`src/rtl/ex_muldiv_stage.sv`:
```
// Execute stage: single-cycle ALU plus an iterative 32-step multiply/divide unit feeding HI/LO,
// registered into the EX/MEM boundary. Stalls upstream while the multiply/divide unit is busy.
module ex_muldiv_stage #(
    parameter int XLEN = 32
) (
    input  logic            clock,
    input  logic            reset,
    input  logic [31:0]     iInstr,
    input  logic [XLEN-1:0] iA,
    input  logic [XLEN-1:0] iB,
    input  logic [XLEN-1:0] ioutSignEXT,
    input  logic            iALUSrc,
    input  logic [3:0]      iALUCtrl,
    input  logic            iRegWrite,
    input  logic            iMemRead,
    input  logic            iMemWrite,
    input  logic            iMemToReg,
    input  logic [4:0]      iwriteRegWire,
    input  logic            ivalid,
    input  logic            iflush,
    output logic [31:0]     oInstr,
    output logic [XLEN-1:0] oALUResult,
    output logic            oZero,
    output logic [XLEN-1:0] oB,
    output logic [4:0]      owriteRegWire,
    output logic            oRegWrite,
    output logic            oMemRead,
    output logic            oMemWrite,
    output logic            oMemToReg,
    output logic            ovalid,
    output logic            ostall
);

    localparam int CntW = $clog2(XLEN);

    typedef enum logic [1:0] {StIdle, StBusy, StDone} stateT;

    stateT             stateQ, stateD;
    logic [CntW-1:0]   cntQ, cntD;
    logic [XLEN-1:0]   accHiQ, accHiD, accLoQ, accLoD, mcandQ, mcandD;
    logic              mulQ, mulD, negLoQ, negLoD, negHiQ, negHiD, divZeroQ, divZeroD;
    logic [XLEN-1:0]   hiQ, loQ, hiD, loD;
    logic              hiloWe;

    // Decode
    logic [5:0] opcode, funct;
    logic       isRType, isMd, isMfhi, isMflo, mdSigned, aNeg, bNeg;
    logic [XLEN-1:0] aMag, bMag;

    assign opcode   = iInstr[31:26];
    assign funct    = iInstr[5:0];
    assign isRType  = (opcode == 6'h00);
    assign isMd     = isRType && (funct[5:2] == 4'b0110);
    assign isMfhi   = isRType && (funct == 6'h10);
    assign isMflo   = isRType && (funct == 6'h12);
    assign mdSigned = ~funct[0];
    assign aNeg     = mdSigned & iA[XLEN-1];
    assign bNeg     = mdSigned & iB[XLEN-1];
    assign aMag     = aNeg ? (~iA + 1'b1) : iA;
    assign bMag     = bNeg ? (~iB + 1'b1) : iB;

    // One iteration of each algorithm
    logic [XLEN:0]     mulSum, divShift, divDiff;
    logic [2*XLEN:0]   mulShift;
    logic [XLEN-1:0]   stepHi, stepLo;

    assign mulSum   = accLoQ[0] ? ({1'b0, accHiQ} + {1'b0, mcandQ}) : {1'b0, accHiQ};
    assign mulShift = {mulSum, accLoQ} >> 1;
    assign divShift = {accHiQ, accLoQ[XLEN-1]};
    assign divDiff  = divShift - {1'b0, mcandQ};

    always_comb begin
        stepHi = '0;
        stepLo = '0;
        if (mulQ) begin
            stepHi = mulShift[2*XLEN-1:XLEN];
            stepLo = mulShift[XLEN-1:0];
        end else if (!divDiff[XLEN]) begin
            stepHi = divDiff[XLEN-1:0];
            stepLo = {accLoQ[XLEN-2:0], 1'b1};
        end else begin
            stepHi = divShift[XLEN-1:0];
            stepLo = {accLoQ[XLEN-2:0], 1'b0};
        end
    end

    // Sign correction applied as the result is committed to HI/LO
    logic [2*XLEN-1:0] prod;
    assign prod = negLoQ ? (~{accHiQ, accLoQ} + 1'b1) : {accHiQ, accLoQ};

    always_comb begin
        hiD = hiQ;
        loD = loQ;
        if (mulQ) begin
            hiD = prod[2*XLEN-1:XLEN];
            loD = prod[XLEN-1:0];
        end else begin
            hiD = negHiQ ? (~accHiQ + 1'b1) : accHiQ;
            loD = divZeroQ ? '1 : (negLoQ ? (~accLoQ + 1'b1) : accLoQ);
        end
    end

    always_comb begin
        stateD   = stateQ;
        cntD     = cntQ;
        accHiD   = accHiQ;
        accLoD   = accLoQ;
        mcandD   = mcandQ;
        mulD     = mulQ;
        negLoD   = negLoQ;
        negHiD   = negHiQ;
        divZeroD = divZeroQ;
        ostall   = 1'b0;
        hiloWe   = 1'b0;
        unique case (stateQ)
            StIdle: begin
                if (ivalid && isMd && !iflush) begin
                    ostall   = 1'b1;
                    stateD   = StBusy;
                    cntD     = '0;
                    mulD     = ~funct[1];
                    accHiD   = '0;
                    accLoD   = funct[1] ? aMag : bMag;
                    mcandD   = funct[1] ? bMag : aMag;
                    negLoD   = aNeg ^ bNeg;
                    negHiD   = funct[1] ? aNeg : (aNeg ^ bNeg);
                    divZeroD = funct[1] && (iB == '0);
                end
            end
            StBusy: begin
                if (iflush) begin
                    stateD = StIdle;
                end else begin
                    ostall = 1'b1;
                    accHiD = stepHi;
                    accLoD = stepLo;
                    cntD   = cntQ + 1'b1;
                    if (cntQ == CntW'(XLEN - 1)) stateD = StDone;
                end
            end
            StDone: begin
                stateD = StIdle;
                hiloWe = ~iflush;
            end
            default: stateD = StIdle;
        endcase
    end

    always_ff @(posedge clock or posedge reset) begin
        if (reset) begin
            stateQ   <= StIdle;
            cntQ     <= '0;
            accHiQ   <= '0;
            accLoQ   <= '0;
            mcandQ   <= '0;
            mulQ     <= 1'b0;
            negLoQ   <= 1'b0;
            negHiQ   <= 1'b0;
            divZeroQ <= 1'b0;
            hiQ      <= '0;
            loQ      <= '0;
        end else begin
            stateQ   <= stateD;
            cntQ     <= cntD;
            accHiQ   <= accHiD;
            accLoQ   <= accLoD;
            mcandQ   <= mcandD;
            mulQ     <= mulD;
            negLoQ   <= negLoD;
            negHiQ   <= negHiD;
            divZeroQ <= divZeroD;
            if (hiloWe) begin
                hiQ <= hiD;
                loQ <= loD;
            end
        end
    end

    // Single-cycle ALU; mfhi/mflo override the ALU control
    logic [XLEN-1:0] aluB, aluResult;

    assign aluB = iALUSrc ? ioutSignEXT : iB;

    always_comb begin
        aluResult = '0;
        case (iALUCtrl)
            4'b0000: aluResult = iA & aluB;
            4'b0001: aluResult = iA | aluB;
            4'b0010: aluResult = iA + aluB;
            4'b0110: aluResult = iA - aluB;
            4'b0111: aluResult = {{(XLEN-1){1'b0}}, ($signed(iA) < $signed(aluB))};
            4'b1100: aluResult = ~(iA | aluB);
            default: aluResult = '0;
        endcase
        if (isMfhi) aluResult = hiQ;
        else if (isMflo) aluResult = loQ;
    end

    logic bubble;
    assign bubble = ostall | iflush | ~ivalid;

    always_ff @(posedge clock or posedge reset) begin
        if (reset) begin
            oInstr        <= '0;
            oALUResult    <= '0;
            oZero         <= 1'b0;
            oB            <= '0;
            owriteRegWire <= '0;
            oRegWrite     <= 1'b0;
            oMemRead      <= 1'b0;
            oMemWrite     <= 1'b0;
            oMemToReg     <= 1'b0;
            ovalid        <= 1'b0;
        end else if (bubble) begin
            oInstr        <= '0;
            owriteRegWire <= '0;
            oRegWrite     <= 1'b0;
            oMemRead      <= 1'b0;
            oMemWrite     <= 1'b0;
            oMemToReg     <= 1'b0;
            ovalid        <= 1'b0;
        end else begin
            oInstr        <= iInstr;
            oALUResult    <= aluResult;
            oZero         <= (aluResult == '0);
            oB            <= iB;
            owriteRegWire <= iwriteRegWire;
            // A retiring multiply/divide writes HI/LO only, never the register file
            oRegWrite     <= iRegWrite & (stateQ != StDone);
            oMemRead      <= iMemRead;
            oMemWrite     <= iMemWrite;
            oMemToReg     <= iMemToReg;
            ovalid        <= 1'b1;
        end
    end

endmodule

```
`config.mk`:
```
export PLATFORM = sky130hd
export DESIGN_NAME = ex_muldiv_stage
export DESIGN_NICKNAME = d
export VERILOG_FILES = /design/src/rtl/ex_muldiv_stage.sv
export SDC_FILE = /design/constraint.sdc
export NUM_CORES = 1
export LEC_CHECK = 0
export ABC_AREA = 1
export CORE_AREA = 2 2 233 235
export CTS_BUF_LIST = sky130_fd_sc_hd__clkbuf_16
export CTS_CLUSTER_DIAMETER = 30
export DETAILED_ROUTE_END_ITERATION = 6
export DIE_AREA = 0 0 235 237
export PLACE_DENSITY = 0.71
export SETUP_SLACK_MARGIN = 0.2
export SYNTH_ARGS = -nofsm -noshare
export SYNTH_HDL_FRONTEND = slang
export SYNTH_SLANG_ARGS = --single-unit
```
`constraint.sdc`:
```
create_clock -name clock -period 15.1 [get_ports clock]
set_clock_uncertainty 0.15 [all_clocks]
set_input_delay 3.02 -clock clock [delete_from_list [all_inputs] [get_ports clock]]
set_output_delay 3.02 -clock clock [all_outputs]
set_load 0.02 [all_outputs]
```
# Word-level counts from Yosys, hierarchy flattened
# Index checks and enable logic that the tools add are counted.
# word_totals
elab_cells,125
register_bits,278
output_inout_bits,108
in_bits,146
# classes
add_sub_neg,10
bitwise,18
eq_ne,15
order_cmp,1
reduce_logical,16
n_mux,44
# op_table
op,count
two-way mux 32 bit,20
case mux 32 bit (6 select lines),1
inverter 32 bit,5
"adder 32 x 1 -> 32 bit, second input constant",4
case mux 32 bit (2 select lines),2
"adder 64 x 1 -> 64 bit, second input constant",1
zero test 32 bit,2
two-way mux 64 bit,1
inverter 64 bit,1
adder 32 x 32 -> 33 bit,1
two-way mux 33 bit,1
subtractor 33 x 32 -> 33 bit,1
adder 32 bit,1
bitwise AND 32 bit,1
less-than comparator 32 bit,1
OR 32 bit,1
subtractor 32 bit,1
two-way mux 5 bit,3
"equality test 4 x 3 -> 1 bit, second input constant",3
"equality test 6 x 5 -> 1 bit, second input constant",2
two-way mux 1 bit,10
case mux 5 bit (2 select lines),1
logical AND 1 bit,6
zero test 6 bit,1
22 further kinds,33

# Logic depth before layout (Yosys ltp)
# Gate-level depths: netlist (run 1).
# logic_depth
word_depth,9
mapped_depth,27
mapped_depth_nobuf,26

# Worst setup path before layout (run 1)
# OpenSTA, ideal clock, no wires.
# synth_path
kind,input port to output port
startpoint,in iInstr[30]
endpoint,out ostall
t_required_ns,11.930
path_buffers,2
stages,11
arrival_time_ns,4.373
path_slack_ns,7.557
path_cell_list,inv_1 > nand2_1 > nor2_1 > nand2_2 > inv_1 > nand2_1 > inv_2 > nor2_1 > inv_1 > buf_2 > buf_2
# synth_via
elab_chain_len,6
# synth_rtl
item,line_no,source
from (decl),8,"input logic [31:0] iInstr,"
zero test 6 bit,52,assign isRType = (opcode == 6'h00);
logical AND 1 bit,53,assign isMd = isRType && (funct[5:2] == 4'b0110);
logical AND 1 bit (2 in series),117,if (ivalid && isMd && !iflush) begin
two-way mux 1 bit,117,
case mux 1 bit (2 select lines),115,unique case (stateQ)
to (decl),31,output logic ostall
# Every way passes these cells.

# Final worst setup path (run 1)
# layout_path
startpoint,in iflush
endpoint,out ostall
# layout_via
elab_chain_len,4
elab_cells_between_ends,5
classes_between,3 x mux; 2 x reduce/logical
# layout_rtl
item,line_no,source
from (decl),20,"input logic iflush,"
zero test 1 bit,117,
logical AND 1 bit,117,
two-way mux 1 bit,117,
case mux 1 bit (2 select lines) *,115,
# Every way passes the cells marked *; elsewhere a longest branch is shown, timed or not.

==> impl_results.md, run 1 <==
* Outcome: finished, violations left
* Violations in the final reports: design-rule violations
* Power density cells at just over 100 nW/um^2
* Number of cells produced by synthesis at ~4000
* Peak fanout along the critical path at 59
* Post-Syn Nets at 4420
* Asr flop ratio synth at 100%
* Floorplan die area at 55700 sq um
* Count of synthesis-stage warnings from yosys at 0
* Top delay family on crit path: buffers and inverters
* Antenna Nets Post-Route at 0
* Number of cells traversed by the worst register-to-register path at 9
* Main combinational cell family by area after synthesis: simple AND/OR/NAND/NOR gates
* Hold WS at roughly 0.33 ns
* Area overhead of the layout relative to synthesis at 20.7%
* Share of post-route cells with drive strength above 1 at 5.49%
* Maximum clock frequency at 108 MHz
* Time the final worst path needs with I/O delays and setup at 9.24 ns
* Wire length of the first global-routing pass at between 150000 and 200000 microns
* Cells after DPL at 4922
* Number of hold buffers added after cts at 0
* Clock Tree Root: clkbuf_16
* Transition at the pin with the smallest max-transition slack at 1.17 ns
* WL per Instance at 21.8 microns
* Ports placed on the boundary at 254
* Setup TNS at 0 ns
* Number of H-tree branching levels at 3
* Total of cells resized after clock tree synthesis at 0
* Share of synthesized area spent on multiplexers at less than 1%
* Clock slew at reported path FFs at ~0.040 ns
* Area share of fa/ha/maj cells after synthesis at 8.74%
* Cell at the slowest stage of the critical path: clkdlybuf4s50_1
* Stages on worst setup path at 11
* Final cell count without fillers at 5055
* Maximum number of pins on one net before global-route repair at 145
* Via density per instance at slightly below 6
* CTS tree: done
* Total chip power at around 3200 uW
* Clock sink total at 278
* Maximum single-stage delay on the critical path at 0.72 ns
* Sequential cell area at 6960 sq um
* Worst VDD drop at 0.0826 mV
* Dominant synthesized flop cell: dfrtp_1
* Slew Limit Headroom at 21.5%
* Combined area of the multi-input logic cells at 16600 sq um
* Vias in the first global route at 27400
* Floorplan core area at 53300 sq um
* Number of nets in the layout at 4628
* Setup Crit Path Kind: in -> out
* Setup repair after global routing missed its margin: no
* Data required time of the critical path at ~12 ns
* Period utilisation layout at 61.2%
* Count of input and output buffers at 253
* # setup viols final at 0
* Source-to-sink clock delay at the later pin of the worst-skew pair at 0.60 ns
* Worst setup SP type: primary input
* Overflow left after global routing at 0
* Core Rows at 85
* Sequential share of the synthesized area at 26.4%
* Number of synthesized flops with an enable pin at 0
* Depth of the worst hold-timing path at 2
* Buffer count from post-CTS setup fixing at 0
* Class of the tightest hold or removal check: reg -> reg
* Synthesized flop and latch total at 278
* Initial DRC Count at between 3000 and 4000
* Initial antenna violation count at 4
* RePlAce Congestion at roughly 1.0
* Max-capacitance violation count at 0
* Arrival time of data at the critical path endpoint at 6.07 ns
* Yosys cell types at 65
* Post-synthesis cell area at 26400 sq um
* Xor and xnor area share after synthesis at 5.08%
* Maximum buffer depth of the clock tree at 3
* Share of Yosys cell area claimed by the top area cell type at around a quarter
* Width of the chip at 235 microns
* Total of fill cells in the finished design at 5211
* Worst path cell trace: clkdlybuf4s50_1 -> nor2_1 -> nand2_1 -> nor3_1 -> nand2_1 -> buf_4 -> inv_2 -> nor2_2 -> inv_2 -> buf_4 -> clkdlybuf4s50_1
* GRT Resource Usage Total at 38.8%
* Detailed-route via count at 29300
* DRC viols at 6
* Share of the synthesized area in compound gates (AO/OA/AOI/OAI) at a little under a fifth
* Post-synthesis area per instance at 6.45 sq um
* Length of the first detailed-routing pass in iterations at 7
* Largest cells by area after synthesis: dfrtp_1 (26%), nand2_1 (14%), ha_1 (8.4%)
* Final hold viol count at 0
* Combined buffer and inverter count along the critical path at 6
* Total clock buffers created by CTS at 72
* Starting utilization of the core area at around half
* Cell leakage power at 0.0162 uW
* Final number of max-transition violations at 0
* Die height at around 240 microns
* Top cell type by total area after synthesis: dfrtp_1
* Share of synthesized cell area in and, or, nand and nor gates at between 30% and 40%
* DRT Wirelength at around 110000 microns
* Endpoint class of the critical path: output port
* HPWL after detailed placement at 86900 microns
-- sequential cells by signal (all words and copies together), names as in the netlist --
signal / count
oMemRead: 1
cntQ: 5
oMemToReg: 1
divZeroQ: 1
oMemWrite: 1
ovalid: 1
mcandQ: 32
accHiQ: 32
accLoQ: 32
owriteRegWire: 5
negHiQ: 1
oZero: 1
oB: 32
oALUResult: 32
oRegWrite: 1
stateQ: 2
loQ: 32
oInstr: 32
negLoQ: 1
hiQ: 32
mulQ: 1
-- report_power, final --
part / total (uW) / switching, uW / internal (uW)
clock network: 1560 / 485 / 1080
logic: 820 / 546 / 274
registers: 869 / 70.6 / 798
total: 3250 / 1100 / 2150
-- cell usage in the layout, fill, tap and decap left out, drive strengths merged, types with 73 or more instances in the layout --
master,n
nor2,430
xor2,129
inv,616
nand3,273
a21oi,283
ha,178
o21ai,332
dfrtp,278
nand2,1017
clkdlybuf4s50,252
clkbuf,73
-- through the flow --
step / setup slack [ns] / utilization (%) / cell area (sq um)
after global routing: 5.66 / 59.8 / 31900
final: 5.86 / 59.8 / 31900
after floorplan: 4.26 / - / 26400
after global placement: 5.94 / 55.2 / 29400
after detailed placement: 5.96 / 55.2 / 29400
after CTS: 5.93 / 59.8 / 31900
-- synth_stat cells (10+ instances only) --
master / n
a21o_1: 19
a21oi_1: 280
a221oi_1: 26
a22oi_1: 18
a2bb2oi_1: 25
a31oi_1: 21
buf_1: 14
buf_2: 44
clkbuf_1: 82
dfrtp_1: 278
ha_1: 178
inv_1: 580
inv_2: 17
nand2_1: 1008
nand3_1: 269
nand4_1: 67
nor2_1: 417
nor2_2: 10
nor3_1: 48
nor4_1: 10
o211ai_1: 31
o21ai_0: 280
o21ai_1: 50
o21bai_1: 18
o221ai_1: 19
o22ai_1: 10
or2_2: 28
xnor2_1: 24
xor2_1: 129
-- per-layer routing --
layer	track usage, %	wire length, microns	up-vias
met2	57.5	45700	1675
li1	-	-	13800
met1	52.8	45800	13500
met3	11.1	13500	276
met4	16.5	4890	2
met5	0	46	-
-- area by class of cell --
cell class,instances,area share [%]
antenna,2,0.0157
clock buffer,73,5.73
clock inverter,58,1.97
inverter,601,7.12
multi-input combinational,3069,52.0
sequential,278,21.8
tap,696,2.73
timing repair buffer,278,8.56
-- kinds of logic after synthesis --
kind of cell,count (synthesis)
adder cells (fa/ha/maj),182
multiplexers,1
buffers and inverters,745
AND/OR/NAND/NOR,1899
flip-flops,278
XOR/XNOR,153
AO/OA/AOI/OAI,834
-- worst register-to-register path, cell delays in order, from the launching register on --
cell and delay (ns):
dfrtp_1 0.36, inv_2 0.05, nor2_2 0.63, inv_2 0.58, nor2_2 0.22, buf_4 0.36, inv_2 0.31, nand3_4 0.77
buf_4 0.75, o21ai_0 0.25
-- final timing paths --
| check | end | slack (ns) | from |
|---|---|---|---|
| setup / recovery | ostall | 5.86 | iflush |
| hold / removal | oALUResult[19] | 0.33 | oALUResult[19] |
| setup reg to reg | oB[4] | 10.52 | stateQ[0] |
| hold reg to reg | oALUResult[19] | 0.33 | oALUResult[19] |
| max in group asynchronous | oB[15] | 10.50 | reset |
| min in group asynchronous | hiQ[11] | 2.89 | reset |
Note: power is estimated with default switching activity, not from simulation.
==> run 2, diff against run 1 <==
Settings changed: PLACE_DENSITY 0.71 to 0.74.
Clock period 15.1 ns to 8.06 ns, I/O delays scaled along.
==> impl_results.md, run 2 (synthesis results as in run 1) <==
* Setup Crit Path Kind: in -> out
* Source-to-sink clock delay at the later pin of the worst-skew pair at 0.59 ns
* Clock slew at reported path FFs at 0.05 ns
* Length of the first detailed-routing pass in iterations at 7
* Maximum single-stage delay on the critical path at ~0.62 ns
* Worst r2r src: stateQ[1]
* Width of the chip at 235 microns
* GRT Resource Usage Total at ~40%
* Clock sink total at 278
* Arrival time of data at the critical path endpoint at between 4 and 5 ns
* Vias in the first global route at 27400
* Buffer count from post-CTS setup fixing at 0
* Area overhead of the layout relative to synthesis at 20.1%
* Time the final worst path needs with I/O delays and setup at 5.92 ns
* Total clock buffers created by CTS at 66
* Combined buffer and inverter count along the critical path at 5
* Worst path cell trace: clkdlybuf4s50_1 -> nor2_1 -> nand2_1 -> nor3_1 -> nand2_1 -> buf_4 -> inv_2 -> nor2_2 -> clkinv_1 -> clkdlybuf4s50_1
* Startpoint of the worst hold path: hiQ[6]
* Initial antenna violation count at 2
* Combined area of the multi-input logic cells at roughly 17000 sq um
* Detailed-route via count at 29600
* Total of cells resized after clock tree synthesis at 0
* Clock Tree Root: clkbuf_16
* Total chip power at 5930 uW
* Number of nets in the layout at 4626
* Maximum buffer depth of the clock tree at 3
* Leading cell type in the layout, fill and taps excluded: nand2_1
* Final number of max-transition violations at 0
* Starting utilization of the core area at between 40% and 50%
* Share of post-route cells with drive strength above 1 at approximately 5.5%
* Sequential cell area at ~7000 sq um
* Top delay family on crit path: buffers and inverters
* Floorplan die area at between 50000 and 60000 sq um
* Final hold viol count at 0
* DRC viols at 3
* Violations in the final reports: design-rule violations
* Worst VDD drop at 0.179 mV
* RePlAce Congestion at ~1.1
* Slew Limit Headroom at approximately a tenth
* HPWL after detailed placement at 90600 microns
* Worst setup SP type: primary input
* Most frequent cells in the layout: nand2_1 (1007), inv_1 (587), nor2_1 (414), o21ai_0 (280), a21oi_1 (279)
* Hold Crit Endpoint: hiQ[6]
* WL per Instance at about 23 microns
* Setup repair after global routing missed its margin: no
* Initial DRC Count at ~4000
* RR Endpoint: oB[30]
* Cell leakage power at around 0.016 uW
* Number of H-tree branching levels at 3
* Floorplan core area at 53300 sq um
* Period utilisation layout at between 70% and 80%
* Ports placed on the boundary at between 200 and 300
* Total of fill cells in the finished design at 5161
* Outcome: finished, violations left
* Data required time of the critical path at 6.30 ns
* Endpoint class of the critical path: output port
* Ant. Diodes at 0
* # setup viols final at 0
* Maximum number of pins on one net before global-route repair at 161
* CTS tree: done
* Via density per instance at 5.87
* Setup TNS at 0 ns
* Overflow left after global routing at 0
* Count of input and output buffers at 253
* Wire length of the first global-routing pass at 170000 microns
* Peak fanout along the critical path at 26
* Cell at the slowest stage of the critical path: clkdlybuf4s50_1
* Core Rows at 85
* DRT Wirelength at 114000 microns
* Number of hold buffers added after cts at 0
* Maximum clock frequency at 169 MHz
* Die height at 237 microns
* Number of cells traversed by the worst register-to-register path at 8
* Depth of the worst hold-timing path at 2
* Critical Path Start: iflush
* Max-capacitance violation count at 0
* Transition at the pin with the smallest max-transition slack at 1.34 ns
* Antenna Nets Post-Route at 0
* Class of the tightest hold or removal check: reg -> reg
* Power density cells at about 190 nW/um^2
* Reg2reg setup slack at 3.84 ns
## run 2: cell count changes in the layout (fill, tap and decap cells not counted)
| cell | before | now |
|---|---|---|
| inv_2 | 18 | 17 |
| clkinvlp_4 | 4 | 9 |
| inv_1 | 592 | 587 |
| clkinv_1 | 12 | 7 |
| inv_8 | 1 | 0 |
| clkbuf_16 | 73 | 66 |
| clkinv_8 | 1 | 0 |
| inv_16 | 0 | 1 |
| diode_2 | 2 | 0 |
| buf_4 | 24 | 28 |
## run 2: layout make-up
| type | instances | area share [%] |
|---|---|---|
| inverter | 601 | 7.14 |
| clock buffer | 66 | 5.21 |
| tap | 696 | 2.75 |
| timing repair buffer | 282 | 8.70 |
| clock inverter | 51 | 1.95 |
| sequential | 278 | 21.9 |
| multi-input combinational | 3069 | 52.3 |
## run 2: worst max-delay path by stage
| stage | endpoint | slack, ns | cells after the start |
|---|---|---|---|
| 2_1_floorplan | accHiQ[0] | 2.62 | 1 |
| 3_3_place_gp | oZero | 2.11 | 22 |
| 3_5_place_dp | oZero | 2.15 | 21 |
| 4_1_cts | ostall | 2.20 | 10 |
| 5_1_grt | ostall | 2.03 | 11 |
| 6_report | ostall | 2.14 | 10 |
## run 2: power breakdown
part / internal, uW / switching, uW
clock: 1870 / 866
sequential: 1490 / 128
combinational: 515 / 1050
## run 2: worst min-delay path: cells and delay by family, from the launching register on
| kind | cells | cell delay (ns) |
|---|---|---|
| AO/OA/AOI/OAI | 1 | 0.06 |
| flip-flops | 1 | 0.34 |
| AND/OR/NAND/NOR | 1 | 0.05 |
## run 2: layer usage
| metal | vias to the layer above | share of wire, % | GRT usage, % |
|---|---|---|---|
| met4 | 2 | 5.0 | 17.5 |
| met1 | 13800 | 42 | 56.1 |
| met2 | 1764 | 41 | 58.9 |
| met3 | 254 | 11 | 9.06 |
| li1 | 13800 | - | - |
| met5 | - | 0.0097 | 0 |
## run 2: metrics by stage
| step | hold WS (ns) | cells | cell area, sq um | setup slack [ns] | utilization, % |
|---|---|---|---|---|---|
| floorplan | 0.291 | 4092 | 26400 | 2.62 | - |
| global placement | 0.313 | 4926 | 29400 | 2.11 | 55.2 |
| detailed placement | 0.322 | 4926 | 29400 | 2.15 | 55.2 |
| CTS | 0.332 | 5043 | 31700 | 2.20 | 59.5 |
| global route | 0.353 | 5043 | 31700 | 2.03 | 59.5 |
| finish | 0.333 | 5043 | 31700 | 2.14 | 59.5 |
